--- src/rtl/lcd_src_sched_pkg.sv ---
// Shared types and constants for the memory-LCD source scheduler and its pattern generator.
package lcd_src_sched_pkg;

  typedef enum logic [1:0] {
    ST_IDLE = 2'd0,
    ST_HOST = 2'd1,
    ST_PAT  = 2'd2
  } state_e;

  typedef enum logic [1:0] {
    PAT_BLACK = 2'd0,
    PAT_WHITE = 2'd1,
    PAT_CHECK = 2'd2,
    PAT_RAMP  = 2'd3
  } pat_e;

  // 6-bit RGB colour bytes as seen by the panel
  localparam logic [7:0] RGB_BLACK   = 8'h00;
  localparam logic [7:0] RGB_WHITE   = 8'h3F;
  localparam logic [7:0] RGB_CHECK_A = 8'h2A;
  localparam logic [7:0] RGB_CHECK_B = 8'h15;

endpackage

--- src/rtl/lcd_src_sched_pat_gen.sv ---
// Combinational test-pattern byte generator: (pattern code, byte index) -> pixel byte.
module lcd_src_sched_pat_gen
  import lcd_src_sched_pkg::*;
(
  input  logic [1:0] sel_i,
  input  logic [7:0] cnt_i,
  output logic [7:0] data_o
);

  always_comb begin
    data_o = RGB_BLACK;
    case (pat_e'(sel_i))
      PAT_BLACK: data_o = RGB_BLACK;
      PAT_WHITE: data_o = RGB_WHITE;
      PAT_CHECK: data_o = cnt_i[0] ? RGB_CHECK_A : RGB_CHECK_B;
      PAT_RAMP:  data_o = cnt_i;
      default:   data_o = RGB_BLACK;
    endcase
  end

endmodule

--- src/rtl/lcd_src_sched.sv ---
// Frame-level source scheduler between the sync FIFO read port and memlcd_fsm.
// Optional host-underrun watchdog enabled by defining LCD_SRC_SCHED_TIMEOUT_EN.
module lcd_src_sched
  import lcd_src_sched_pkg::*;
#(
  parameter int DATA_WIDTH  = 8,
  parameter int FRAME_BYTES = 19200,
  parameter int CNT_W       = 15,
  parameter int TIMEOUT     = 1024
) (
  input  logic                  i_clk,
  input  logic                  i_reset,
  input  logic [DATA_WIDTH-1:0] i_fifo_rdata,
  input  logic                  i_fifo_rempty,
  output logic                  o_fifo_rinc,
  input  logic                  i_lcd_rinc,
  output logic [DATA_WIDTH-1:0] o_lcd_data,
  output logic                  o_lcd_rempty,
  input  logic                  i_pat_req,
  input  logic [1:0]            i_pat_sel,
  output logic                  o_src,
  output logic                  o_busy,
  output logic                  o_frame_done,
  output logic                  o_underrun
);

  if ((2 ** CNT_W) < FRAME_BYTES || TIMEOUT < 1 || DATA_WIDTH < 8) begin : g_param_err
    $error("lcd_src_sched: inconsistent CNT_W/FRAME_BYTES/TIMEOUT/DATA_WIDTH");
  end

  state_e           state_q;
  logic [CNT_W-1:0] cnt_q;
  logic             pend_q;
  logic [1:0]       pend_sel_q;
  logic [1:0]       frame_sel_q;
  logic             src_q;
  logic             done_q;

  logic [7:0]       pat_byte;
  logic             accept;
  logic             last_byte;

  lcd_src_sched_pat_gen u_pat_gen (
    .sel_i  (frame_sel_q),
    .cnt_i  (8'(cnt_q)),
    .data_o (pat_byte)
  );

  always_comb begin
    o_lcd_data   = '0;
    o_lcd_rempty = 1'b1;
    o_fifo_rinc  = 1'b0;
    case (state_q)
      ST_HOST: begin
        o_lcd_data   = i_fifo_rdata;
        o_lcd_rempty = i_fifo_rempty;
        o_fifo_rinc  = i_lcd_rinc & ~i_fifo_rempty;
      end
      ST_PAT: begin
        o_lcd_data   = DATA_WIDTH'(pat_byte);
        o_lcd_rempty = 1'b0;
      end
      default: ;
    endcase
  end

  assign accept    = i_lcd_rinc & ~o_lcd_rempty;
  assign last_byte = (cnt_q == CNT_W'(FRAME_BYTES - 1));

  // The pattern code is frozen per frame so a new request cannot change a frame in flight.
  always_ff @(posedge i_clk) begin
    if (!i_reset) begin
      state_q     <= ST_IDLE;
      cnt_q       <= '0;
      pend_q      <= 1'b0;
      pend_sel_q  <= 2'd0;
      frame_sel_q <= 2'd0;
      src_q       <= 1'b0;
      done_q      <= 1'b0;
    end else begin
      done_q <= 1'b0;
      if (i_pat_req) begin
        pend_q     <= 1'b1;
        pend_sel_q <= i_pat_sel;
      end
      case (state_q)
        ST_IDLE: begin
          if (pend_q) begin
            state_q     <= ST_PAT;
            src_q       <= 1'b1;
            frame_sel_q <= pend_sel_q;
            cnt_q       <= '0;
            if (!i_pat_req) pend_q <= 1'b0;
          end else if (!i_fifo_rempty) begin
            state_q <= ST_HOST;
            src_q   <= 1'b0;
            cnt_q   <= '0;
          end
        end
        ST_HOST, ST_PAT: begin
          if (accept) begin
            if (last_byte) begin
              state_q <= ST_IDLE;
              cnt_q   <= '0;
              done_q  <= 1'b1;
            end else begin
              cnt_q <= cnt_q + 1'b1;
            end
          end
        end
        default: state_q <= ST_IDLE;
      endcase
    end
  end

  assign o_src        = src_q;
  assign o_busy       = (state_q != ST_IDLE);
  assign o_frame_done = done_q;

`ifdef LCD_SRC_SCHED_TIMEOUT_EN
  localparam int WD_W = $clog2(TIMEOUT + 1);

  logic [WD_W-1:0] wdog_q;
  logic            underrun_q;

  // Saturating count of consecutive starved HOST cycles; the frame keeps waiting.
  always_ff @(posedge i_clk) begin
    if (!i_reset) begin
      wdog_q     <= '0;
      underrun_q <= 1'b0;
    end else if (state_q == ST_HOST && i_fifo_rempty) begin
      if (wdog_q != WD_W'(TIMEOUT)) wdog_q <= wdog_q + 1'b1;
      if (wdog_q == WD_W'(TIMEOUT - 1)) underrun_q <= 1'b1;
    end else begin
      wdog_q <= '0;
    end
  end

  assign o_underrun = underrun_q;
`else
  assign o_underrun = 1'b0;
`endif

endmodule

--- config.mk ---
export PLATFORM = sky130hd
export DESIGN_NAME = lcd_src_sched
export DESIGN_NICKNAME = d
export VERILOG_FILES = /design/src/rtl/lcd_src_sched_pkg.sv /design/src/rtl/lcd_src_sched_pat_gen.sv /design/src/rtl/lcd_src_sched.sv
export SDC_FILE = /design/constraint.sdc
export NUM_CORES = 1
export LEC_CHECK = 0
export BUFFER_PORTS_ARGS = -buffer_cell sky130_fd_sc_hd__buf_2
export CORE_MARGIN = 10
export CORE_UTILIZATION = 55
export DETAILED_ROUTE_END_ITERATION = 10
export PLACE_DENSITY_LB_ADDON = 0.12
export SLEW_MARGIN = 20
export SYNTH_ARGS = -nofsm -noshare
export SYNTH_HDL_FRONTEND = slang
export SYNTH_SLANG_ARGS = --single-unit
--- constraint.sdc ---
create_clock -name i_clk -period 2.38 [get_ports i_clk]
set_clock_uncertainty 0.15 [all_clocks]
set_input_delay 0.238 -clock i_clk [delete_from_list [all_inputs] [get_ports i_clk]]
set_output_delay 0.238 -clock i_clk [all_outputs]
set_load 0.01 [all_outputs]
==> results_dict.tcl <==
set metrics [dict create \
    status "finished, violations left" \
    failed_checks "negative hold slack" \
    crit_family "simple AND/OR/NAND/NOR gates" \
    insertedDiodeCount 0 \
    seqCellArea_um2 480.5 \
    pwr-share-seq 0.264 \
    p_switching_w 0.0007123 \
    io-pin-count 29 \
    area_delta_synth_final_pct 13.55 \
    final.setup.tns_ns 0 \
    num_vias 1603 \
    grt_pass1_wl_mm 6.955 \
    synth_top_flop_cell "dfxtp_1" \
    grt_antenna_before_repair 0 \
    rsz0062_at_grt "no" \
    max_freq_ghz 0.4475 \
    path_cells "inv_1, ha_2, nand2b_1, a22oi_4, buf_4, nand4_4, or3_1, nand3_1" \
    cpPeakStageDelay_ns 0.39 \
    endpoint_kind "flop" \
    remaining_drc_errors 0 \
    worst_hold_path_type "in -> reg" \
    arrival_ns 2.36 \
    period_share 0.9390 \
    grt_overflow 0 \
    core_area_mm2 0.002781 \
    totalWireLength_mm 4.187 \
    finalNetCount 246 \
    postRouteAntennaNets 0 \
    worst-path-buf-inv 2 \
    clockPowerShare 0.182 \
    root_buffer "clkbuf_4" \
    fp.dieW_um 74.05 \
    p_leak_nw 0.7140 \
    synth.yosys.seq_area_share 0.2991 \
    vias_per_cell 6.237 \
    drtIter0Drc 121 \
    hold_viol_final 1 \
    clk_latency_ns 0.33 \
    synthDistinctLibCells 53 \
    cts_buffers 3 \
    async_flop_share 0 \
    post_synth.cell_area_avg_um2 8.073 \
    die_area_mm2 0.005483 \
    cpMaxStageDelayCell "or3_1" \
    power_density_mw_per_mm2 915.8 \
    fp.dieH_um 74.05 \
    netlist_area_mm2 0.001607 \
    first_pass_iters 4 \
    setup_violations 0 \
    maxCapViolations 0 \
    cts.htree.levels 1 \
    cts_tree "yes" \
    ir_drop_mv 0.6802 \
    synth_seq_cells 24 \
    path_clk_slew_ns 0.15 \
    hold_ws_ns -0.002006 \
    synth-warning-count 0 \
    synthCells 199 \
    multi_input_area_mm2 0.001039 \
    rows 19 \
    fin_cells 257 \
    final_cell_mix "27 x buf_2, 25 x nand2_1, 24 x dfxtp_1" \
    slew_violations 0 \
    final_common_cell "buf_2" \
    nFillCells 237 \
    synth_edf_count 0 \
    fin_crit_ns 2.235 \
    drive_above_1_share 0.2345 \
    crit_type "reg -> reg" \
    cp.required_ns 2.50 \
    initial_utilization 0.5776 \
    start_kind "flop" \
    grt_use_total 0.1546 \
    hpwl_mm 3.106 \
    critPathMaxFanout 7 \
    gp_congestion 0.8531 \
    syn_nets 218 \
    p_total_w 0.001671 \
    grt_max_degree 29 \
    intPower_w 0.0009584 \
    cts_max_path_buffers 2 \
    port_buffers 27 \
    p_comb_frac 0.553 \
    grt_pass1_vias 1474 \
    p_sw_frac 0.4264 \
    cts_sinks 24 \
    dp.cells 249 \
    wl_per_cell_um 16.29 \
]
-- metal layers --
layer  global-route usage  vias up  routed length (um)
met2               0.2547       48                2095
met4              0.06418        0                  91
li1                     -      792                   -
met1               0.1892      753                1785
met5                    0        -                   0
met3              0.03457       10                 215
-- cell families after synthesis --
kind of cell,count (synthesis),share of synthesized area
flops,24,0.2991
buf+inv,18,0.06386
other cells,1,0.002334
simple gates,88,0.3201
mux,2,0.01246
compound gates,62,0.2710
fa+ha+maj,4,0.03115
-- stage by stage --
stage | area (um2) | setup slack [ns] | util
2_1_floorplan | 1607 | 0.2488 | -
3_5_place_dp | 1727 | 0.07404 | 0.6208
6_report | 1824 | 0.1452 | 0.6559
3_3_place_gp | 1727 | 0.1695 | 0.6208
5_1_grt | 1824 | 0.02898 | 0.6559
4_1_cts | 1794 | 0.05915 | 0.6451
-- registers in the layout, indices dropped and copies added (netlist names) --
name	cells
pend_sel_q	2
frame_sel_q	2
state_q	2
pend_q	1
cnt_q	15
o_src	1
o_frame_done	1
-- final cells by class --
| class | instances | share of cell area |
|---|---|---|
| clock inverter | 1 | 0.01646 |
| sequential | 24 | 0.2634 |
| clock buffer | 3 | 0.01235 |
| inverter | 7 | 0.01440 |
| multi-input combinational | 157 | 0.5693 |
| timing repair buffer | 34 | 0.1029 |
| tap | 31 | 0.02126 |
-- tightest hold or removal path, stage by stage --
cell and delay, ns:
buf_2 0.07, mux2i_1 0.05, nor2b_1 0.09
-- repair_timing --
action,in CTS,in global routing
pin swaps,1,0
hold endpoints to repair,0,0
setup buffers,2,2
setup endpoints to repair,1,6
hold buffers,0,0
resized for setup,0,3
-- worst paths after layout --
kind	from	depth (start not counted)	slack [ns]	endpoint
worst max-delay path	state_q[0]$_SDFFE_PN0P_	8	0.15	cnt_q[11]$_SDFFE_PN0P_
worst min-delay path	i_pat_sel[0]	3	-0.002	pend_sel_q[0]$_SDFFE_PN0P_
worst max register to register	state_q[0]$_SDFFE_PN0P_	8	0.15	cnt_q[11]$_SDFFE_PN0P_
worst min register to register	cnt_q[14]$_SDFFE_PN0P_	1	0.32	cnt_q[14]$_SDFFE_PN0P_
-- Yosys cell counts, types with 2 or more instances --
| master | number | area [um2] |
|---|---|---|
| inv_1 | 7 | 26.28 |
| nand3_1 | 16 | 80.08 |
| dfxtp_1 | 24 | 480.5 |
| o21ai_1 | 6 | 30.03 |
| o211a_1 | 2 | 20.02 |
| or4_1 | 5 | 37.54 |
| nand2_1 | 25 | 93.84 |
| nor2_1 | 5 | 18.77 |
| o31ai_1 | 3 | 22.52 |
| ha_1 | 4 | 50.05 |
| a21boi_0 | 4 | 30.03 |
| a31oi_1 | 2 | 12.51 |
| and3_1 | 4 | 25.02 |
| nor2b_1 | 5 | 31.28 |
| nand3b_1 | 2 | 15.01 |
| mux2i_1 | 2 | 20.02 |
| clkbuf_1 | 5 | 18.77 |
| o21ai_0 | 14 | 70.07 |
| a21o_1 | 2 | 15.01 |
| a21boi_1 | 3 | 22.52 |
| nand4_1 | 9 | 56.30 |
| nor3_1 | 2 | 10.01 |
| or3_1 | 3 | 18.77 |
| a21oi_1 | 13 | 65.06 |
| buf_6 | 4 | 45.04 |
-- power by group through the flow --
stage / Combinational (W) / Clock (W) / Sequential [W]
6_report: 0.000925 / 0.000304 / 0.000442
4_1_cts: 0.000859 / 0.000305 / 0.000442
3_5_place_dp: 0.000806 / 0 / 0.000451
3_3_place_gp: 0.000781 / 0 / 0.000449
5_1_grt: 0.000996 / 0.000327 / 0.000445
2_1_floorplan: 0.000590 / 0 / 0.000448
(Power assumes the default switching activity.)
